### src/rtl/apb_pkg.sv
// apb_pkg: shared types and default parameters for the APB decoder
package apb_pkg;
  typedef enum logic [1:0] {IDLE, SETUP, ACCESS, RESP} state_t;
  localparam int DEF_AW = 32;
  localparam int DEF_DW = 32;
  localparam int DEF_PROT_W = 3;
  localparam int DEF_PSTRB_W = 4;
  localparam int NUM_SLV = 4;
  localparam logic [31:0] DEF_BASE0 = 32'h0000_0000;
  localparam logic [31:0] DEF_BASE1 = 32'h0001_0000;
  localparam logic [31:0] DEF_BASE2 = 32'h0002_0000;
  localparam logic [31:0] DEF_BASE3 = 32'h0003_0000;
  localparam logic [31:0] DEF_MASK = 32'hFFFF_0000;
endpackage

### src/rtl/apb_addr_dec.sv
// apb_addr_dec: base/mask address compare, lowest matching slave wins
module apb_addr_dec import apb_pkg::*; #(
  parameter int AW = DEF_AW,
  parameter logic [AW-1:0] BASE0 = AW'(DEF_BASE0),
  parameter logic [AW-1:0] BASE1 = AW'(DEF_BASE1),
  parameter logic [AW-1:0] BASE2 = AW'(DEF_BASE2),
  parameter logic [AW-1:0] BASE3 = AW'(DEF_BASE3),
  parameter logic [AW-1:0] MASK0 = AW'(DEF_MASK),
  parameter logic [AW-1:0] MASK1 = AW'(DEF_MASK),
  parameter logic [AW-1:0] MASK2 = AW'(DEF_MASK),
  parameter logic [AW-1:0] MASK3 = AW'(DEF_MASK)
) (
  input  logic [AW-1:0] addr,
  output logic          hit,
  output logic [1:0]    idx
);
  logic [NUM_SLV-1:0] hits;
  // compare every window, then pick the lowest-numbered match
  always_comb begin
    hits[0] = (addr & MASK0) == BASE0;
    hits[1] = (addr & MASK1) == BASE1;
    hits[2] = (addr & MASK2) == BASE2;
    hits[3] = (addr & MASK3) == BASE3;
    hit = |hits;
    idx = hits[0] ? 2'd0 : hits[1] ? 2'd1 : hits[2] ? 2'd2 : 2'd3;
  end
endmodule

### src/rtl/apb_decoder.sv
// apb_decoder: registered APB 1-to-4 decoder with unmapped-error and timeout watchdog
module apb_decoder import apb_pkg::*; #(
  parameter int AW = DEF_AW,
  parameter int DW = DEF_DW,
  parameter int PROT_W = DEF_PROT_W,
  parameter int PSTRB_W = DEF_PSTRB_W,
  parameter logic [AW-1:0] BASE0 = AW'(DEF_BASE0),
  parameter logic [AW-1:0] BASE1 = AW'(DEF_BASE1),
  parameter logic [AW-1:0] BASE2 = AW'(DEF_BASE2),
  parameter logic [AW-1:0] BASE3 = AW'(DEF_BASE3),
  parameter logic [AW-1:0] MASK0 = AW'(DEF_MASK),
  parameter logic [AW-1:0] MASK1 = AW'(DEF_MASK),
  parameter logic [AW-1:0] MASK2 = AW'(DEF_MASK),
  parameter logic [AW-1:0] MASK3 = AW'(DEF_MASK),
  parameter int TIMEOUT = 16
) (
  input  logic                pclk,
  input  logic                preset_n,
  input  logic                m_psel,
  input  logic                m_penable,
  input  logic                m_pwrite,
  input  logic [PROT_W-1:0]   m_pprot,
  input  logic [AW-1:0]       m_paddr,
  input  logic [DW-1:0]       m_pwdata,
  input  logic [PSTRB_W-1:0]  m_pstrb,
  output logic                m_pready,
  output logic                m_pslverr,
  output logic [DW-1:0]       m_prdata,
  output logic [3:0]          s_psel,
  output logic                s_penable,
  output logic                s_pwrite,
  output logic [PROT_W-1:0]   s_pprot,
  output logic [AW-1:0]       s_paddr,
  output logic [DW-1:0]       s_pwdata,
  output logic [PSTRB_W-1:0]  s_pstrb,
  input  logic [3:0]          s_pready,
  input  logic [3:0]          s_pslverr,
  input  logic [4*DW-1:0]     s_prdata,
  output logic                dec_err,
  output logic                timeout
);
  state_t      state;
  logic [1:0]  idx;
  logic [15:0] cnt;
  logic        hit;
  logic [1:0]  dec_idx;

  apb_addr_dec #(
    .AW(AW), .BASE0(BASE0), .BASE1(BASE1), .BASE2(BASE2), .BASE3(BASE3),
    .MASK0(MASK0), .MASK1(MASK1), .MASK2(MASK2), .MASK3(MASK3)
  ) u_dec (
    .addr(m_paddr),
    .hit (hit),
    .idx (dec_idx)
  );

  // transfer FSM: capture upstream request, run downstream SETUP/ACCESS, answer in RESP
  always_ff @(posedge pclk or negedge preset_n)
    if (!preset_n) begin
      state <= IDLE;
      idx <= '0;
      cnt <= '0;
      s_psel <= '0;
      s_penable <= 1'b0;
      s_pwrite <= 1'b0;
      s_pprot <= '0;
      s_paddr <= '0;
      s_pwdata <= '0;
      s_pstrb <= '0;
      m_pready <= 1'b0;
      m_pslverr <= 1'b0;
      m_prdata <= '0;
      dec_err <= 1'b0;
      timeout <= 1'b0;
    end else begin
      m_pready <= 1'b0;
      dec_err <= 1'b0;
      timeout <= 1'b0;
      case (state)
        IDLE: if (m_psel && !m_penable) begin
          s_paddr <= m_paddr;
          s_pwrite <= m_pwrite;
          s_pwdata <= m_pwdata;
          s_pstrb <= m_pstrb;
          s_pprot <= m_pprot;
          idx <= dec_idx;
          if (hit) begin
            state <= SETUP;
            s_psel <= 4'(1) << dec_idx;
          end else begin
            state <= RESP;
            m_pready <= 1'b1;
            m_pslverr <= 1'b1;
            m_prdata <= '0;
            dec_err <= 1'b1;
          end
        end
        SETUP: begin
          state <= ACCESS;
          s_penable <= 1'b1;
          cnt <= '0;
        end
        ACCESS: if (s_pready[idx]) begin
          state <= RESP;
          s_psel <= '0;
          s_penable <= 1'b0;
          m_pready <= 1'b1;
          m_pslverr <= s_pslverr[idx];
          m_prdata <= s_pwrite ? '0 : s_prdata[idx*DW +: DW];
        end else if (cnt == 16'(TIMEOUT - 1)) begin
          state <= RESP;
          s_psel <= '0;
          s_penable <= 1'b0;
          m_pready <= 1'b1;
          m_pslverr <= 1'b1;
          m_prdata <= '0;
          timeout <= 1'b1;
        end else
          cnt <= cnt + 16'd1;
        RESP: state <= IDLE;
        default: state <= IDLE;
      endcase
    end
endmodule

### config.mk
export PLATFORM = sky130hd
export DESIGN_NAME = apb_decoder
export DESIGN_NICKNAME = d
export VERILOG_FILES = /design/src/rtl/apb_pkg.sv /design/src/rtl/apb_addr_dec.sv /design/src/rtl/apb_decoder.sv
export SDC_FILE = /design/constraint.sdc
export NUM_CORES = 1
export LEC_CHECK = 0
export ABC_AREA = 1
export BUFFER_PORTS_ARGS = -buffer_cell sky130_fd_sc_hd__buf_2
export CAP_MARGIN = 20
export CORE_MARGIN = 5
export CORE_UTILIZATION = 48
export DETAILED_ROUTE_END_ITERATION = 16
export PLACE_DENSITY = 0.9
export SYNTH_ARGS = -nofsm -noshare
export SYNTH_HDL_FRONTEND = slang
export SYNTH_HIERARCHICAL = 1
export SYNTH_SLANG_ARGS = --single-unit
export TNS_END_PERCENT = 1
### constraint.sdc
create_clock -name pclk -period 2.45 [get_ports pclk]
set_input_delay 0.245 -clock pclk [delete_from_list [all_inputs] [get_ports pclk]]
set_output_delay 0.245 -clock pclk [all_outputs]
set_load 0.01 [all_outputs]
== Word level (Yosys, flattened, before mapping) ==
Cells that the tools add are included.

* Bits in registers: 133
* Bits of input ports: 212
* Output and inout port bits: 113

* $add $sub $neg: 1
* $lt $le $gt $ge: 1
* Equality and inequality tests: 13
* Shifts and indexed selects: 2
* Muxes and demuxes: 42
* Reductions and logical operators: 13

{| class="wikitable"
|+ Operator list
! operator !! count
|-
| $mux W32 || 5
|-
| $shiftx A128 B8 Y32 || 1
|-
| $pmux W32 S2 || 1
|-
| $eq A16 B2 Y1 const B || 2
|-
| $logic_not A32 Y1 || 1
|-
| $mux W16 || 2
|-
| $pmux W16 S2 || 1
|-
| $add A16 B1 Y16 const B || 1
|-
| $eq A16 B1 Y1 const B || 1
|-
| $eq A16 B4 Y1 const B || 1
|-
| $mux W1 || 16
|-
| $mux W4 || 4
|-
| $mux W2 || 6
|-
| $ne A2 B2 Y1 const B || 5
|-
| $pmux W2 S4 || 1
|-
| $pmux W4 S2 || 1
|-
| $reduce_and A4 Y1 || 2
|-
| $pmux W1 S2 || 3
|-
| $reduce_and A2 Y1 || 3
|-
| $bmux W1 S2 || 2
|-
| $eq A2 B2 Y1 const B || 2
|-
| $reduce_bool A2 Y1 || 2
|-
| $reduce_or A4 Y1 || 1
|-
| $shl A1 B2 Y4 const A || 1
|-
| other kinds (7) || 7
|}

== Depth between registers and ports, before layout ==
Gate-level depths: netlist of run 1.

* Depth in word-level cells: 8
* Mapped depth: 11
* Depth with buffers taken out: 10

== Hierarchy ==
Netlist of run 1, hierarchy kept.

{| class="wikitable"
|+ Modules (own cells, without submodules)
! module !! instances !! cells an instance !! area each (um2)
|-
| apb_decoder || 1 || 822 || 7024.2
|-
| apb_addr_dec || 1 || 22 || 91.3
|}

== Worst setup path after synthesis of run 1 ==
OpenSTA, ideal clock, no wires.

* Path type: flip-flop to flip-flop
* From: reg state[1]
* To: reg s_paddr[0]
* Setup time: 0.125 ns
* Arrival time: 1.566 ns
* Required time: 2.325 ns
* Slack: 0.760 ns
* Stages on the path, launching flop included: 8
* Buffers on the path: 3
* Period minus slack after synthesis: 1.690 ns
* Cells stage by stage: dfrtp_1 inv_1 ha_1 clkbuf_2 nand3_2 buf_2 buf_2 mux2_2

* Word-level cells in the longest chain between the ends: 2

{| class="wikitable"
|+ RTL lines
! what !! line !! source
|-
| start, declared || apb_decoder.sv:42 || <nowiki>state_t state;</nowiki>
|-
| start signal, assigned || apb_decoder.sv:60 || <nowiki>state <= IDLE;</nowiki>
|-
| start signal, assigned || apb_decoder.sv:88 || <nowiki>state <= SETUP;</nowiki>
|-
| start signal, assigned || apb_decoder.sv:91 || <nowiki>state <= RESP;</nowiki>
|-
| $logic_not A2 Y1 || apb_decoder.sv:79 || <nowiki>case (state)</nowiki>
|-
| $reduce_and A2 Y1 (no line) || - ||
|-
| end signal, assigned || apb_decoder.sv:81 || <nowiki>s_paddr <= m_paddr;</nowiki>
|-
| end, declared || apb_decoder.sv:33 || <nowiki>output logic [AW-1:0] s_paddr,</nowiki>
|}

No other way between the ends.
A chain may end at the register's enable or synchronous reset.

== Final worst setup path of run 1 ==
* From: reg state[0]
* To: reg m_prdata[30]

* Word-level cells in the longest chain between the ends: 3
* Elaborated cells on any way between the ends: 8
* Classes of those cells: eq/ne: 4; mux: 1; reduce/logical: 3

{| class="wikitable"
|+ RTL lines
! what !! line !! source
|-
| $eq A2 B2 Y1 / $logic_not A2 Y1 (equally long branches) || apb_decoder.sv:79 ||
|-
| $ne A3 B3 Y1 (no line), or another cell as far along || - ||
|-
| $reduce_and A4 Y1 (no line) || - ||
|-
| end signal, assigned || apb_decoder.sv:109 || <nowiki>m_prdata <= s_pwrite ? '0 : s_prdata[idx*DW +: DW];</nowiki>
|-
| end, declared || apb_decoder.sv:28 || <nowiki>output logic [DW-1:0] m_prdata,</nowiki>
|}

Several ways; a longest one is shown, not always the timed one.

==> impl_metrics.env, run 1 <==
export IMPL_synth_xor_area_share_pct=0.492
export IMPL_die_h_um=132
export IMPL_ys_seq_elements=133
export IMPL_antenna_found_initial=1
export IMPL_max_freq_mhz=490
export IMPL_layout_commonest_cell="buf_2"
export IMPL_clockBufferDepth=2
export IMPL_initial_core_util_pct=49.0
export IMPL_cts_root_buf="clkbuf_16"
export IMPL_p_sw_mw=4.86
export IMPL_worstHoldEndpoint="s_pstrb[1]"
export IMPL_setup_viol=0
export IMPL_finalSetupTns_ps=0
export IMPL_clk_pin_slew_ps=60
export IMPL_dp_slack_ps=440
export IMPL_core_rowCount=44
export IMPL_synth_cell_types=32
export IMPL_required_ps=2750
export IMPL_p_seq_share_pct=30.0
export IMPL_fillerInstances=1222
export IMPL_path_class="reg2reg"
export IMPL_drcViolationCount=0
export IMPL_swShare_pct=41.5
export IMPL_fin_crit_ps=2040
export IMPL_io_buffer_count=324
export IMPL_synth_ff_type="dfrtp_1"
export IMPL_min_from="m_pstrb[1]"
export IMPL_crit_arrival_ps=2340
export IMPL_p_leak_nw=4.94
export IMPL_hp_class="in2reg"
export IMPL_hold_path_depth=2
export IMPL_first_global_vias=7287
export IMPL_r2r_start="state[0]"
export IMPL_p_int_mw=6.84
export IMPL_path_max_fanout=28
export IMPL_cp_start_kind="register"
export IMPL_rsz0062_at_grt="false"
export IMPL_yosysWarnings=6
export IMPL_synth_area_mux_share_pct=11.2
export IMPL_insertion_delay_ps=420
export IMPL_nets=1365
export IMPL_synthAdderAreaFrac_pct=0.528
export IMPL_setup_ws_ps=407
export IMPL_seqCellArea_um2=3330
export IMPL_slew_headroom_pct=61.0
export IMPL_multi_input_area_um2=3420
export IMPL_synth_top_family_by_area="simple AND/OR/NAND/NOR gates"
export IMPL_ant_nets=0
export IMPL_drv_slew=0
export IMPL_io_pins=325
export IMPL_grt_usage_pct=25.6
export IMPL_synth_edf_count=0
export IMPL_fin_crit_sh_pct=83.4
export IMPL_ff2ff_setup_slack_ps=410
export IMPL_layout_drive_gt1_share_pct=42.7
export IMPL_via_per_inst=5.25
export IMPL_die_width_um=132
export IMPL_fin_util_pct=65.6
export IMPL_run_status="finished, final reports clean"
export IMPL_syn_area_um2=7120
export IMPL_crit_path_end_kind="register"
export IMPL_post_cts_buffers=0
export IMPL_clockPowerShare_pct=24.3
export IMPL_overflow=0
export IMPL_first_pass_iters=5
export IMPL_numCtsBuffers=17
export IMPL_synth_compound_area_share_pct=5.01
export IMPL_tightest_slew_ps=585
export IMPL_wire_per_inst_um=16.7
export IMPL_grt_pass1_wl_um=36500
export IMPL_worst_r2r_path_depth=8
export IMPL_r2r_end="m_prdata[30]"
export IMPL_die_area_um2=17400
export IMPL_synth_simple_gate_area_share_pct=30.6
export IMPL_avgSynthCellArea_um2=8.43
export IMPL_ys_seq_area_share_pct=46.8
export IMPL_wl_um=22500
export IMPL_cts_sinks=133
export IMPL_combPwrFrac_pct=45.7
export IMPL_powerDensity_nw_per_um2=1230
export IMPL_async_flop_share_pct=100
export IMPL_max_vdd_ir_drop_mv=0.795
export IMPL_finalClockSkew_ps=8.48
export IMPL_synthToLayoutAreaGrowth_pct=34.0
export IMPL_layout_common_cells="buf_2 (323), nand2_1 (263), dfrtp_1 (132)"
export IMPL_syn_nets=1059
export IMPL_grt_max_degree=79
export IMPL_cap_violations=0
export IMPL_hold_viol=0
export IMPL_drt_iter0_markers=495
export IMPL_cts_max_level=4
export IMPL_cts_tree="yes"
export IMPL_synth_cells=844
export IMPL_core_area_um2=14500
export IMPL_place_hpwl_um=16700
export IMPL_gp_congestion=0.937
export IMPL_vias=7080
area by class of cell:
| type | count | area share [%] |
|---|---|---|
| multi-input cells | 634 | 35.8 |
| flip-flops and latches | 133 | 34.9 |
| clock inverters | 15 | 2.40 |
| clock buffers | 17 | 4.46 |
| repair buffers | 339 | 18.9 |
| well taps | 184 | 2.41 |
| diodes | 1 | 0.0262 |
| inverters | 25 | 0.997 |
kinds of logic (layout without fill, tap and decap cells):
family,count (synthesis),count (layout)
muxes,71,71
DFF,133,133
adders and majority gates,3,3
AOI/OAI and AO/OA,55,55
and+or+nand+nor,501,501
buffers and inverters,77,396
other,0,1
xor gates and xnor gates,4,4
per-stage QoR:
| stage | power (mW) | hold WS (ps) | instances | cell area, um2 |
|---|---|---|---|---|
| 2_1_floorplan | 7.05 | -50.6 | 844 | 7120 |
| 3_3_place_gp | 8.65 | 261 | 1314 | 8870 |
| 3_5_place_dp | 8.84 | 267 | 1314 | 8870 |
| 4_1_cts | 11.7 | 37.3 | 1347 | 9530 |
| 5_1_grt | 12.5 | 40.8 | 1348 | 9530 |
| 6_report | 11.7 | 48.8 | 1348 | 9530 |
routing by layer:
layer	up-vias	global-route usage (%)	wire, um
met5	-	0	0
met4	0	10.9	880
met3	73	8.13	1810
met2	338	43.3	11300
met1	3278	30.1	8480
li1	3391	-	-
registers in the layout (all words and copies together), names as in the netlist:
| signal | flops |
|---|---|
| m_pready | 1 |
| s_pstrb | 4 |
| s_paddr | 32 |
| m_pslverr | 1 |
| s_pprot | 3 |
| idx | 2 |
| cnt | 16 |
| s_pwdata | 32 |
| state | 2 |
| m_prdata | 32 |
| s_pwrite | 1 |
| timeout | 1 |
| s_psel | 4 |
| dec_err | 1 |
| s_penable | 1 |
power groups by stage:
stage / clock, mW / combinational, mW / sequential [mW]
after global routing: 3.00 / 5.87 / 3.60
after global placement: 0 / 5.19 / 3.45
final: 2.84 / 5.35 / 3.51
after detailed placement: 0 / 5.33 / 3.51
after CTS: 2.88 / 5.36 / 3.51
after floorplan: 0 / 3.22 / 3.82
worst max-delay path by stage:
stage / start / slack (ps) / cells past startpoint / end
6_report: state[0] / 410 / 8 / m_prdata[30]
5_1_grt: idx[0] / 290 / 6 / cnt[15]
4_1_cts: state[0] / 430 / 8 / m_prdata[30]
3_5_place_dp: state[0] / 440 / 8 / m_prdata[30]
3_3_place_gp: state[0] / 520 / 8 / m_prdata[29]
2_1_floorplan: state[1] / 760 / 7 / s_paddr[0]
what timing repair did:
item | in CTS | in global routing
hold endpoints to repair | 59 | 0
gates resized for setup | 0 | 0
hold buffers | 1 | 0
synthesized netlist by cell type, drive strengths merged (9+ instances only):
cell type	n	area, um2
buf	36	223
clkbuf	16	62.6
dfrtp	133	3330
inv	24	90.1
mux2	71	800
nand2	282	1120
nand3	126	668
nand4	9	56.3
nor2	76	293
o21ai	48	315
worst max-delay path, cell delays in order, from the launching register on:
cell and delay [ps]:
dfrtp_1 370, inv_1 100, ha_2 340, inv_1 120
o22ai_1 350, nand2_4 270, buf_12 250, nand2_1 60
o21ai_1 60
Power figures use the tool's default switching activity.
==> run 2: changes to the inputs <==
Settings changed: ABC_AREA 1 to 0, CORE_UTILIZATION 48 to 42, PLACE_DENSITY 0.9 to 0.85.
Clock period 2.45 ns to 1.8 ns, I/O delays scaled along.
==> impl_metrics.env, run 2 <==
export IMPL_required_ps=2080
export IMPL_fin_util_pct=66.3
export IMPL_powerDensity_nw_per_um2=1490
export IMPL_async_flop_share_pct=100
export IMPL_first_pass_iters=5
export IMPL_overflow=0
export IMPL_violations="setup timing"
export IMPL_yosysWarnings=6
export IMPL_initial_core_util_pct=42.7
export IMPL_nets=1306
export IMPL_finalSetupTns_ps=-2980
export IMPL_tightest_slew_ps=656
export IMPL_setup_ws_ps=-154
export IMPL_cts_sinks=133
export IMPL_slew_headroom_pct=56.3
export IMPL_cts_max_level=4
export IMPL_core_rowCount=45
export IMPL_ys_seq_area_share_pct=51.5
export IMPL_numCtsBuffers=17
export IMPL_drt_iter0_markers=448
export IMPL_ant_nets=0
export IMPL_layout_drive_gt1_share_pct=41.8
export IMPL_setup_viol=44
export IMPL_insertion_delay_ps=410
export IMPL_place_hpwl_um=15800
export IMPL_yosys_area_top_type="dfrtp_1"
export IMPL_fin_crit_ps=1950
export IMPL_drcViolationCount=0
export IMPL_instances_no_fill=1292
export IMPL_crit_path_end_kind="register"
export IMPL_synth_ff_type="dfrtp_1"
export IMPL_avgSynthCellArea_um2=9.66
export IMPL_layout_commonest_cell="buf_2"
export IMPL_via_per_inst=5.31
export IMPL_wire_per_inst_um=18.5
export IMPL_path_cells="mux4_2 -> nor3_4 -> a31oi_1 -> or3b_1"
export IMPL_grt_max_degree=67
export IMPL_die_width_um=134
export IMPL_vias=6856
export IMPL_finalClockSkew_ps=9.20
export IMPL_die_area_um2=18000
export IMPL_synth_most_common_cell="nand2_1"
export IMPL_fin_crit_sh_pct=109
export IMPL_max_freq_mhz=512
export IMPL_synth_cell_types=45
export IMPL_antenna_found_initial=0
export IMPL_max_stage_delay_ps=630
export IMPL_crit_arrival_ps=2230
export IMPL_first_global_vias=7160
export IMPL_io_buffer_count=324
export IMPL_cp_start_kind="register"
export IMPL_cap_violations=0
export IMPL_grt_pass1_wl_um=36700
export IMPL_synthToLayoutAreaGrowth_pct=55.4
export IMPL_reg_largest_list="m_prdata (32), s_paddr (32), s_pwdata (32)"
export IMPL_layout_common_cells="buf_2 (323), nand2_1 (279), dfrtp_1 (132)"
export IMPL_grt_usage_pct=25.9
export IMPL_gp_congestion=0.889
export IMPL_synth_area_leaders="dfrtp_1 (52%), nand2_1 (16%), mux4_2 (12%)"
export IMPL_design_area_um2=10000
export IMPL_p_leak_nw=5.25
export IMPL_max_vdd_ir_drop_mv=0.937
export IMPL_dp_slack_ps=-186
export IMPL_syn_nets=884
export IMPL_cts_root_buf="clkbuf_16"
export IMPL_synth_cells=669
export IMPL_path_max_fanout=7
export IMPL_core_area_um2=15100
export IMPL_wl_um=23900
export IMPL_synth_edf_count=0
export IMPL_cts_tree="yes"
export IMPL_dpl_cell_area_um2=8620
export IMPL_synth_top_area_share_pct=51.5
export IMPL_die_h_um=134
export IMPL_ys_seq_elements=133
export IMPL_io_pins=325
export IMPL_run_status="complete, but fails checks"
export IMPL_diodes=0
export IMPL_hp_class="in2reg"
export IMPL_rsz0062_at_grt="true"
export IMPL_dp_cells=1188
export IMPL_critPathSlowestCell="mux4_2"
export IMPL_drv_slew=0
export IMPL_clk_pin_slew_ps=60
export IMPL_syn_area_um2=6460
export IMPL_hold_viol=0
export IMPL_synthTopCellsByCount="nand2_1 (279), dfrtp_1 (133), o21ai_0 (35)"
export IMPL_path_class="reg2reg"
export IMPL_clockBufferDepth=2
## run 2: cell types whose count changed after synthesis, sizes merged, moves of 5 or more
cell,delta
o21ai,-13
mux2,-71
o311ai,+9
nand4,-5
nand2b,+33
buf,-20
nand3,-109
nor2,-63
nor4,+9
clkbuf,+11
inv,-17
mux4,+34
## run 2: routing by layer
layer	GRT usage [%]	wire length (um)	part of all wire (%)	up-vias
met5	0	0	0	-
met2	44.2	12000	50	421
met3	8.29	2340	9.8	65
met4	10.5	712	3.0	0
li1	-	-	-	3129
met1	30.3	8890	37	3241
## run 2: path summary, 6_finish.rpt
check,from,to,slack (ps),depth (start not counted)
setup / recovery,idx[0],cnt[11],-150,4
hold / removal,m_paddr[31],s_paddr[31],30,3
setup reg to reg,idx[0],cnt[11],-150,4
hold reg to reg,s_pwdata[22],s_pwdata[22],470,2
max in group asynchronous,preset_n,m_prdata[4],910,3
min in group asynchronous,preset_n,s_pwdata[6],290,2
## run 2: metrics by stage
step	power, mW	hold WS [ps]
6_report	15.0	29.8
5_1_grt	15.9	25.7
4_1_cts	14.9	5.69
3_5_place_dp	11.0	140
3_3_place_gp	10.8	141
2_1_floorplan	8.41	-116
## run 2: cell type report
class                   count  area, um2
fillers                  1101       5100
flip-flops and latches    133       3330
multi-input cells         487       3020
repair buffers            445       2810
clock buffers              18        439
well taps                 188        235
clock inverters            14        174
inverters                   7       26.3
## run 2: timing repair
item | 4_1_cts | 5_1_grt
resized for setup | 35 | 13
endpoints found under the setup margin | 56 | 60
cloned | 1 | 0
setup buffers | 1 | 0
hold buffers | 70 | 0
pin swaps | 4 | 1
endpoints found under the hold margin | 111 | 0
## run 2: logic make-up (layout without fill, tap and decap cells)
kind of cell	count (synthesis)	in the layout	share of synthesized area (%)
adder cells (fa/ha/maj)	3	3	0.581
multiplexers	34	35	11.9
flip-flops	133	133	51.5
AO/OA/AOI/OAI	74	74	7.55
AND/OR/NAND/NOR	375	375	25.2
buffers and inverters	50	484	3.31
## run 2: critical path, delay by kind of cell, from the launching register on
kind | cells | cell delay, ps
DFF | 1 | 380
muxes | 1 | 630
AOI/OAI and AO/OA | 1 | 110
and+or+nand+nor | 2 | 700
## run 2: power breakdown
part | total [mW] | internal [mW] | switching, mW
Clock | 3.59 | 2.23 | 1.36
Combinational | 6.59 | 2.86 | 3.73
Sequential | 4.82 | 4.15 | 0.672
